`src/rtl/cfi_buffer_ctrl_if.sv`:
```
// -----------------------------------------------------------------------------
// cfi_buffer_ctrl_if
// Bus bundle between the commit ports, the control-flow buffer sequencer and
// the CAM-style address buffer.
//   ev_valid  [1:0]        per-port event valid (port 0 is older than port 1)
//   ev_is_ret [1:0]        1 = return (check), 0 = call (record)
//   ev_addr   [1:0][31:0]  call: return address to record; return: target
//   ev_ready               sequencer can take two events this cycle
//   buf_write              one-cycle write strobe into the buffer
//   buf_data  [31:0]       address written into the buffer
//   buf_find  [31:0]       lookup key presented to the buffer
//   buf_hit                buffer lookup result for buf_find, same cycle
// Modports: master = event producer plus buffer side, slave = sequencer.
// -----------------------------------------------------------------------------
interface cfi_buffer_ctrl_if;
  logic [1:0]       ev_valid;
  logic [1:0]       ev_is_ret;
  logic [1:0][31:0] ev_addr;
  logic             ev_ready;
  logic             buf_write;
  logic [31:0]      buf_data;
  logic [31:0]      buf_find;
  logic             buf_hit;

  modport master (
    output ev_valid, ev_is_ret, ev_addr, buf_hit,
    input  ev_ready, buf_write, buf_data, buf_find
  );

  modport slave (
    input  ev_valid, ev_is_ret, ev_addr, buf_hit,
    output ev_ready, buf_write, buf_data, buf_find
  );
endinterface

```
`src/rtl/cfi_buffer_ctrl.sv`:
```
// -----------------------------------------------------------------------------
// cfi_buffer_ctrl
// Sequencer for the control-flow-integrity address buffer. Call/return events
// from two commit ports are queued in program order and drained one per cycle:
// a call writes its return address into the buffer, a return looks its target
// up. A lookup miss latches a sticky violation and halts draining until
// clear_i.
// Ports:
//   clk_i, rst_ni   clock, asynchronous active-low reset
//   enable_i        0: incoming events are ignored, the queue keeps draining
//   clear_i         flush queue, clear sticky flags, back to IDLE
//   bus (slave)     event handshake and buffer write/lookup signals
//   violation_o     sticky: a return target missed the buffer
//   viol_addr_o     target address of the first missing return
//   overflow_o      sticky: event presented while the queue was not ready
//   busy_o          queue non-empty or FSM not IDLE
// -----------------------------------------------------------------------------
module cfi_buffer_ctrl #(
  parameter int QDEPTH_LOG2 = 3
) (
  input  logic             clk_i,
  input  logic             rst_ni,
  input  logic             enable_i,
  input  logic             clear_i,
  cfi_buffer_ctrl_if.slave bus,
  output logic             violation_o,
  output logic [31:0]      viol_addr_o,
  output logic             overflow_o,
  output logic             busy_o
);
  localparam int DEPTH = 1 << QDEPTH_LOG2;
  // Two free slots are needed so both ports can always be accepted together.
  localparam logic [QDEPTH_LOG2:0] READY_MAX = (QDEPTH_LOG2 + 1)'(DEPTH - 2);

  typedef enum logic [1:0] {
    ST_IDLE  = 2'd0,
    ST_DRAIN = 2'd1,
    ST_HALT  = 2'd2
  } state_e;

  state_e                 r_state;
  state_e                 w_state_next;
  logic [QDEPTH_LOG2-1:0] r_wr_ptr;
  logic [QDEPTH_LOG2-1:0] r_rd_ptr;
  logic [QDEPTH_LOG2-1:0] w_wr_idx1;
  logic [QDEPTH_LOG2:0]   r_count;
  logic [QDEPTH_LOG2:0]   w_count_next;
  logic [QDEPTH_LOG2:0]   w_push_ext;
  logic [31:0]            r_q_addr [DEPTH];
  logic                   r_q_ret  [DEPTH];
  logic                   r_violation;
  logic [31:0]            r_viol_addr;
  logic                   r_overflow;
  logic                   w_ready;
  logic                   w_accept;
  logic                   w_pop;
  logic                   w_write;
  logic                   w_head_ret;
  logic [31:0]            w_head_addr;
  logic                   w_miss;
  logic                   w_ovf_event;
  logic [1:0]             w_push_cnt;

  assign w_ready     = (r_count <= READY_MAX) && (r_state != ST_HALT);
  assign w_accept    = enable_i && w_ready && !clear_i;
  assign w_push_cnt  = w_accept ? ({1'b0, bus.ev_valid[0]} + {1'b0, bus.ev_valid[1]}) : 2'd0;
  assign w_push_ext  = {{(QDEPTH_LOG2 - 1){1'b0}}, w_push_cnt};
  // A lone port-1 event takes the slot port 0 would have used.
  assign w_wr_idx1   = r_wr_ptr + {{(QDEPTH_LOG2 - 1){1'b0}}, bus.ev_valid[0]};

  // DRAIN always holds at least one entry, so the head is valid there.
  assign w_pop       = (r_state == ST_DRAIN) && !clear_i;
  assign w_head_ret  = r_q_ret[r_rd_ptr];
  assign w_head_addr = r_q_addr[r_rd_ptr];
  assign w_write     = w_pop && !w_head_ret;
  assign w_miss      = w_pop && w_head_ret && !bus.buf_hit;
  assign w_ovf_event = enable_i && !w_ready && (|bus.ev_valid) && (r_state != ST_HALT) && !clear_i;

  assign w_count_next = r_count + w_push_ext - {{QDEPTH_LOG2{1'b0}}, w_pop};

  assign bus.ev_ready  = w_ready;
  assign bus.buf_write = w_write;
  assign bus.buf_data  = w_write ? w_head_addr : 32'h0000_0000;
  assign bus.buf_find  = (w_pop && w_head_ret) ? w_head_addr : 32'h0000_0000;

  assign violation_o = r_violation;
  assign viol_addr_o = r_viol_addr;
  assign overflow_o  = r_overflow;
  assign busy_o      = (r_count != '0) || (r_state != ST_IDLE);

  // Next-state logic; leaving IDLE on enqueue gives a buffer action one cycle later.
  always_comb begin
    w_state_next = r_state;
    if (clear_i) begin
      w_state_next = ST_IDLE;
    end else begin
      case (r_state)
        ST_IDLE: begin
          if (w_count_next != '0) begin
            w_state_next = ST_DRAIN;
          end else begin
            w_state_next = ST_IDLE;
          end
        end
        ST_DRAIN: begin
          if (w_miss) begin
            w_state_next = ST_HALT;
          end else if (w_count_next == '0) begin
            w_state_next = ST_IDLE;
          end else begin
            w_state_next = ST_DRAIN;
          end
        end
        ST_HALT:  w_state_next = ST_HALT;
        default:  w_state_next = ST_IDLE;
      endcase
    end
  end

  // State, occupancy, pointers and sticky flags.
  always_ff @(posedge clk_i or negedge rst_ni) begin
    if (!rst_ni) begin
      r_state     <= ST_IDLE;
      r_count     <= '0;
      r_wr_ptr    <= '0;
      r_rd_ptr    <= '0;
      r_violation <= 1'b0;
      r_viol_addr <= 32'h0000_0000;
      r_overflow  <= 1'b0;
    end else if (clear_i) begin
      r_state     <= ST_IDLE;
      r_count     <= '0;
      r_wr_ptr    <= '0;
      r_rd_ptr    <= '0;
      r_violation <= 1'b0;
      r_viol_addr <= 32'h0000_0000;
      r_overflow  <= 1'b0;
    end else begin
      r_state  <= w_state_next;
      r_count  <= w_count_next;
      r_wr_ptr <= r_wr_ptr + w_push_ext[QDEPTH_LOG2-1:0];
      if (w_pop) begin
        r_rd_ptr <= r_rd_ptr + {{(QDEPTH_LOG2 - 1){1'b0}}, 1'b1};
      end
      if (w_miss && !r_violation) begin
        r_violation <= 1'b1;
        r_viol_addr <= w_head_addr;
      end
      if (w_ovf_event) begin
        r_overflow <= 1'b1;
      end
    end
  end

  // Queue storage; port 0 lands before port 1 to keep program order.
  always_ff @(posedge clk_i) begin
    if (w_accept && bus.ev_valid[0]) begin
      r_q_addr[r_wr_ptr] <= bus.ev_addr[0];
      r_q_ret[r_wr_ptr]  <= bus.ev_is_ret[0];
    end
    if (w_accept && bus.ev_valid[1]) begin
      r_q_addr[w_wr_idx1] <= bus.ev_addr[1];
      r_q_ret[w_wr_idx1]  <= bus.ev_is_ret[1];
    end
  end
endmodule
```
`src/flat_wrapper.sv`:
```
// flat-port wrapper written by rule: the top's interface ports become plain ports
module cfi_buffer_ctrl_flat 
#(
  parameter int QDEPTH_LOG2 = 3
)
  (clk_i, rst_ni, enable_i, clear_i, violation_o, viol_addr_o, overflow_o, busy_o, bus_ev_valid, bus_ev_is_ret, bus_ev_addr, bus_buf_hit, bus_ev_ready, bus_buf_write, bus_buf_data, bus_buf_find);
  cfi_buffer_ctrl_if bus_i ();
  input  logic clk_i;
  input  logic rst_ni;
  input  logic enable_i;
  input  logic clear_i;
  output logic violation_o;
  output logic [31:0] viol_addr_o;
  output logic overflow_o;
  output logic busy_o;
  input wire logic [$bits(bus_i.ev_valid)-1:0] bus_ev_valid;
  input wire logic [$bits(bus_i.ev_is_ret)-1:0] bus_ev_is_ret;
  input wire logic [$bits(bus_i.ev_addr)-1:0] bus_ev_addr;
  input wire logic [$bits(bus_i.buf_hit)-1:0] bus_buf_hit;
  output wire logic [$bits(bus_i.ev_ready)-1:0] bus_ev_ready;
  output wire logic [$bits(bus_i.buf_write)-1:0] bus_buf_write;
  output wire logic [$bits(bus_i.buf_data)-1:0] bus_buf_data;
  output wire logic [$bits(bus_i.buf_find)-1:0] bus_buf_find;
  assign bus_i.ev_valid = bus_ev_valid;
  assign bus_i.ev_is_ret = bus_ev_is_ret;
  assign bus_i.ev_addr = bus_ev_addr;
  assign bus_i.buf_hit = bus_buf_hit;
  assign bus_ev_ready = bus_i.ev_ready;
  assign bus_buf_write = bus_i.buf_write;
  assign bus_buf_data = bus_i.buf_data;
  assign bus_buf_find = bus_i.buf_find;
  cfi_buffer_ctrl #(.QDEPTH_LOG2(QDEPTH_LOG2)) u_core (.clk_i(clk_i), .rst_ni(rst_ni), .enable_i(enable_i), .clear_i(clear_i), .bus(bus_i), .violation_o(violation_o), .viol_addr_o(viol_addr_o), .overflow_o(overflow_o), .busy_o(busy_o));
endmodule
```
`config.mk`:
```
export PLATFORM = sky130hd
export DESIGN_NAME = cfi_buffer_ctrl_flat
export DESIGN_NICKNAME = d
export VERILOG_FILES = /design/src/rtl/cfi_buffer_ctrl_if.sv /design/src/rtl/cfi_buffer_ctrl.sv /design/src/flat_wrapper.sv
export SDC_FILE = /design/constraint.sdc
export NUM_CORES = 1
export LEC_CHECK = 0
export BUFFER_PORTS_ARGS = -buffer_cell sky130_fd_sc_hd__clkbuf_2
export CAP_MARGIN = 20
export CORE_MARGIN = 2
export CORE_UTILIZATION = 35
export DETAILED_ROUTE_END_ITERATION = 7
export HOLD_SLACK_MARGIN = 0.03
export PLACE_DENSITY = 0.6
export SETUP_SLACK_MARGIN = 0.1
export SYNTH_ARGS = -nofsm -noshare
export SYNTH_HDL_FRONTEND = slang
export SYNTH_SLANG_ARGS = --single-unit
```
`constraint.sdc`:
```
create_clock -name clk_i -period 5.33 [get_ports clk_i]
set_input_delay 0.2665 -clock clk_i [delete_from_list [all_inputs] [get_ports clk_i]]
set_output_delay 0.2665 -clock clk_i [all_outputs]
set_load 0.05 [all_outputs]
```
==> impl_metrics.toml <==
[setup_path]
path_cells = "nand2_1 -> o22ai_1 -> or3_2 -> nor2_1 -> clkbuf_2"
r2r-start = "u_core.r_count[2]$_DFF_PN0_"
critical_path_class = "reg -> out"
worst_path_dominant_cell_family = "flip-flops"
cp_data_arrival_time_ns = 3.70
path_buf_inv = 1
reg2reg_slack_ns = 1.95
crit_fanout = 70
worstSetupStartpointType = "flip-flop"
worst_ep_required_time_ns = 5.06
crit_slowest_cell = "dfrtp_4"
worstReg2RegEnd = "u_core.r_q_addr[1][15]$_DFFE_PP_"
worstSetupEndpointType = "output pin"
crit_path_max_incr_delay_ns = 1.16
rr_worst_depth = 6

[global_routing]
first_global_vias = 9814
grt_start_max_net_pins = 71
grt_remaining_overflow = 0
track_usage_pct = 18.7
grt_pass1_wl_um = 65000
antenna_found_initial = 8

[logic_synthesis]
synth_top_area_share_pct = 50.4
avgSynthCellArea_um2 = 16.1
synth.distinct_cells = 47
synth_edf_count = 264
yosysSeqAreaShare_pct = 57.7
mappedNetlistArea_um2 = 15700
synth_seq_cells = 310
synth_warnings = 0
syn_inst = 974
synthArstFlopShare_pct = 14.8
synthFlopType = "edfxtp_1"
synth_area_leader_cell = "edfxtp_1"
netlist_top_cells_area = "edfxtp_1, mux2_2, mux4_2"
synth.net_count = 1062

[sta]
fmax_mhz = 252
maxSlewHeadroom_pct = 26.7
worst_pin_slew_ns = 1.10
rsz0062_at_grt = "false"
setup_ws_ns = 1.36
fin_crit_sh_pct = 74.5
final_max_slew_viol_count = 0
tns_ns = 0
fin_skew_ns = 0.0283
report.final.hold_viol_count = 0
period_minus_slack_ns = 3.97
setup_violations = 0

[run]
max_cap_viol_count = 0

[pwr]
finalPower_uw = 7380
power_density_nw_per_um2 = 397
ir_worst_vdd_mv = 0.225
leakage_uw = 0.00665

[routing]
ant_nets = 0
top_layer_used = "met5"
via_count = 9309
routedWlPerCell_um = 24.7
routed_wl_um = 43700
drtIter0Drc = 640
drt-pass1-iter-count = 5
wl_met2_um = 21000
wl_met1_um = 19500
drc_errors = 0
dr_wl_met3_um = 2070
via_per_inst = 5.26

[hold_path]
hp-start = "bus_ev_addr[1]"
hp-class = "in -> reg"
whs_path_depth = 2
min_to = "u_core.r_q_addr[7][1]$_DFFE_PP_"

[die]
dieArea_um2 = 46700
initial_core_util_pct = 35.5
core_um2 = 44300
io_pins = 174
die_x_um = 216
die_y_um = 216
std_cell_rows = 77

[cells_and_area]
final_area_um2 = 18600
final_common_cell = "edfxtp_1"
multi_input_area_um2 = 6440
seq_area_um2 = 9090
drive_gt1_share_pct = 51.4
syn_to_final_growth_pct = 18.4
nets = 1238
final_util_pct = 42.0
final_cell_mix = "edfxtp_1, mux2_2, clkbuf_2"
fill_cells = 4081

[clock_tree]
insertion_delay_ns = 0.55
cts_buffers = 36
clock_path_buffers = 3
htree_levels = 2
cts.sinks = 310
postCtsSetupBuffers = 0
ctsHoldBuffers = 2
ctsResizeCount = 0
clk_pin_slew_worst_paths_ns = 0.06
cts_tree = "yes"
root_buffer = "clkbuf_16"

[placed_design]
portBuffers = 173
place.gp.congestion = 0.739
post-place-ws_ns = 1.88
place_area_um2 = 17400
dp_hpwl_um = 24900

[outcome]
outcome = "complete, no violations"
-- synth_stat cells, types with 2 or more instances --
cell and number:
mux2i_1 67, ha_1 13, inv_1 15, buf_6 3, nor2_1 75, mux4_2 64
o21ba_2 2, xor2_1 2, buf_2 37, buf_1 4, mux2_2 260, clkbuf_1 15
nor3_1 2, buf_4 3, nor2b_1 8, a21oi_1 2, nand2_1 4, nand2b_1 36
nand4_2 4, o21bai_1 2, mux2_1 6, and4_1 2, o21ai_0 6, edfxtp_1 264
nand3_1 3, xnor2_1 4, fa_1 2, and3_1 2, dfrtp_1 46, nor4_1 3
or3_1 2
-- kinds of logic after synthesis --
family / Yosys count / share of synthesized area, %
muxes: 397 / 32.5
DFF: 310 / 57.7
and+or+nand+nor: 150 / 5.03
buffers and inverters: 77 / 2.35
AOI/OAI and AO/OA: 19 / 0.811
adders and majority gates: 15 / 1.29
xor gates and xnor gates: 6 / 0.334
-- worst register-to-register path: cells and delay by family (launching register included) --
family / cells / cell delay, ns
buf+inv: 1 / 0.44
simple gates: 3 / 1.03
flops: 1 / 0.38
compound gates: 1 / 0.98
fa+ha+maj: 1 / 0.21
-- power breakdown --
part	switching [uW]	internal [uW]
combinational	1180	710
clock	1020	1530
sequential	187	2760
total	2380	5000
-- worst max path at each step --
stage,endpoint,cells past startpoint,start,slack (ns)
floorplan,u_core.r_q_addr[5][0]$_DFFE_PP_,5,u_core.r_count[2]$_DFF_PN0_,1.29
global placement,u_core.r_q_addr[4][27]$_DFFE_PP_,6,u_core.r_count[2]$_DFF_PN0_,1.92
detailed placement,bus_buf_find[28],5,u_core.r_rd_ptr[1]$_DFFE_PN0P_,1.88
CTS,bus_buf_find[28],5,u_core.r_rd_ptr[1]$_DFFE_PN0P_,1.28
global route,bus_buf_find[16],5,u_core.r_rd_ptr[1]$_DFFE_PN0P_,1.09
finish,bus_buf_find[28],5,u_core.r_rd_ptr[1]$_DFFE_PN0P_,1.36
-- state kept, by name, indices dropped and copies added (netlist names) --
signal              count
u_core.r_q_addr       256
u_core.viol_addr_o     32
u_core.r_count          4
u_core.overflow_o       1
u_core.r_wr_ptr         3
u_core.violation_o      1
u_core.r_q_ret          8
u_core.r_state          2
u_core.r_rd_ptr         3
-- area by class of cell --
cell class | instances | area share (%)
sequential | 310 | 48.8
clock buffer | 48 | 5.19
tap | 592 | 3.98
clock inverter | 16 | 1.29
antenna | 3 | 0.0403
inverter | 15 | 0.302
multi-input combinational | 587 | 34.6
timing repair buffer | 200 | 5.83
-- metal layers --
metal  GRT usage [%]  up-vias
met5               0        -
met4            5.46       10
met1            25.4     4846
li1                -     4144
met3            3.61       77
met2            30.6      232
-- through the flow --
step / hold WS [ns] / std cells
after floorplan: -0.0291 / 974
after global placement: 0.470 / 1701
after detailed placement: 0.470 / 1701
after CTS: 0.119 / 1767
after global routing: 0.136 / 1770
final: 0.140 / 1771
(Power assumes the default switching activity.)
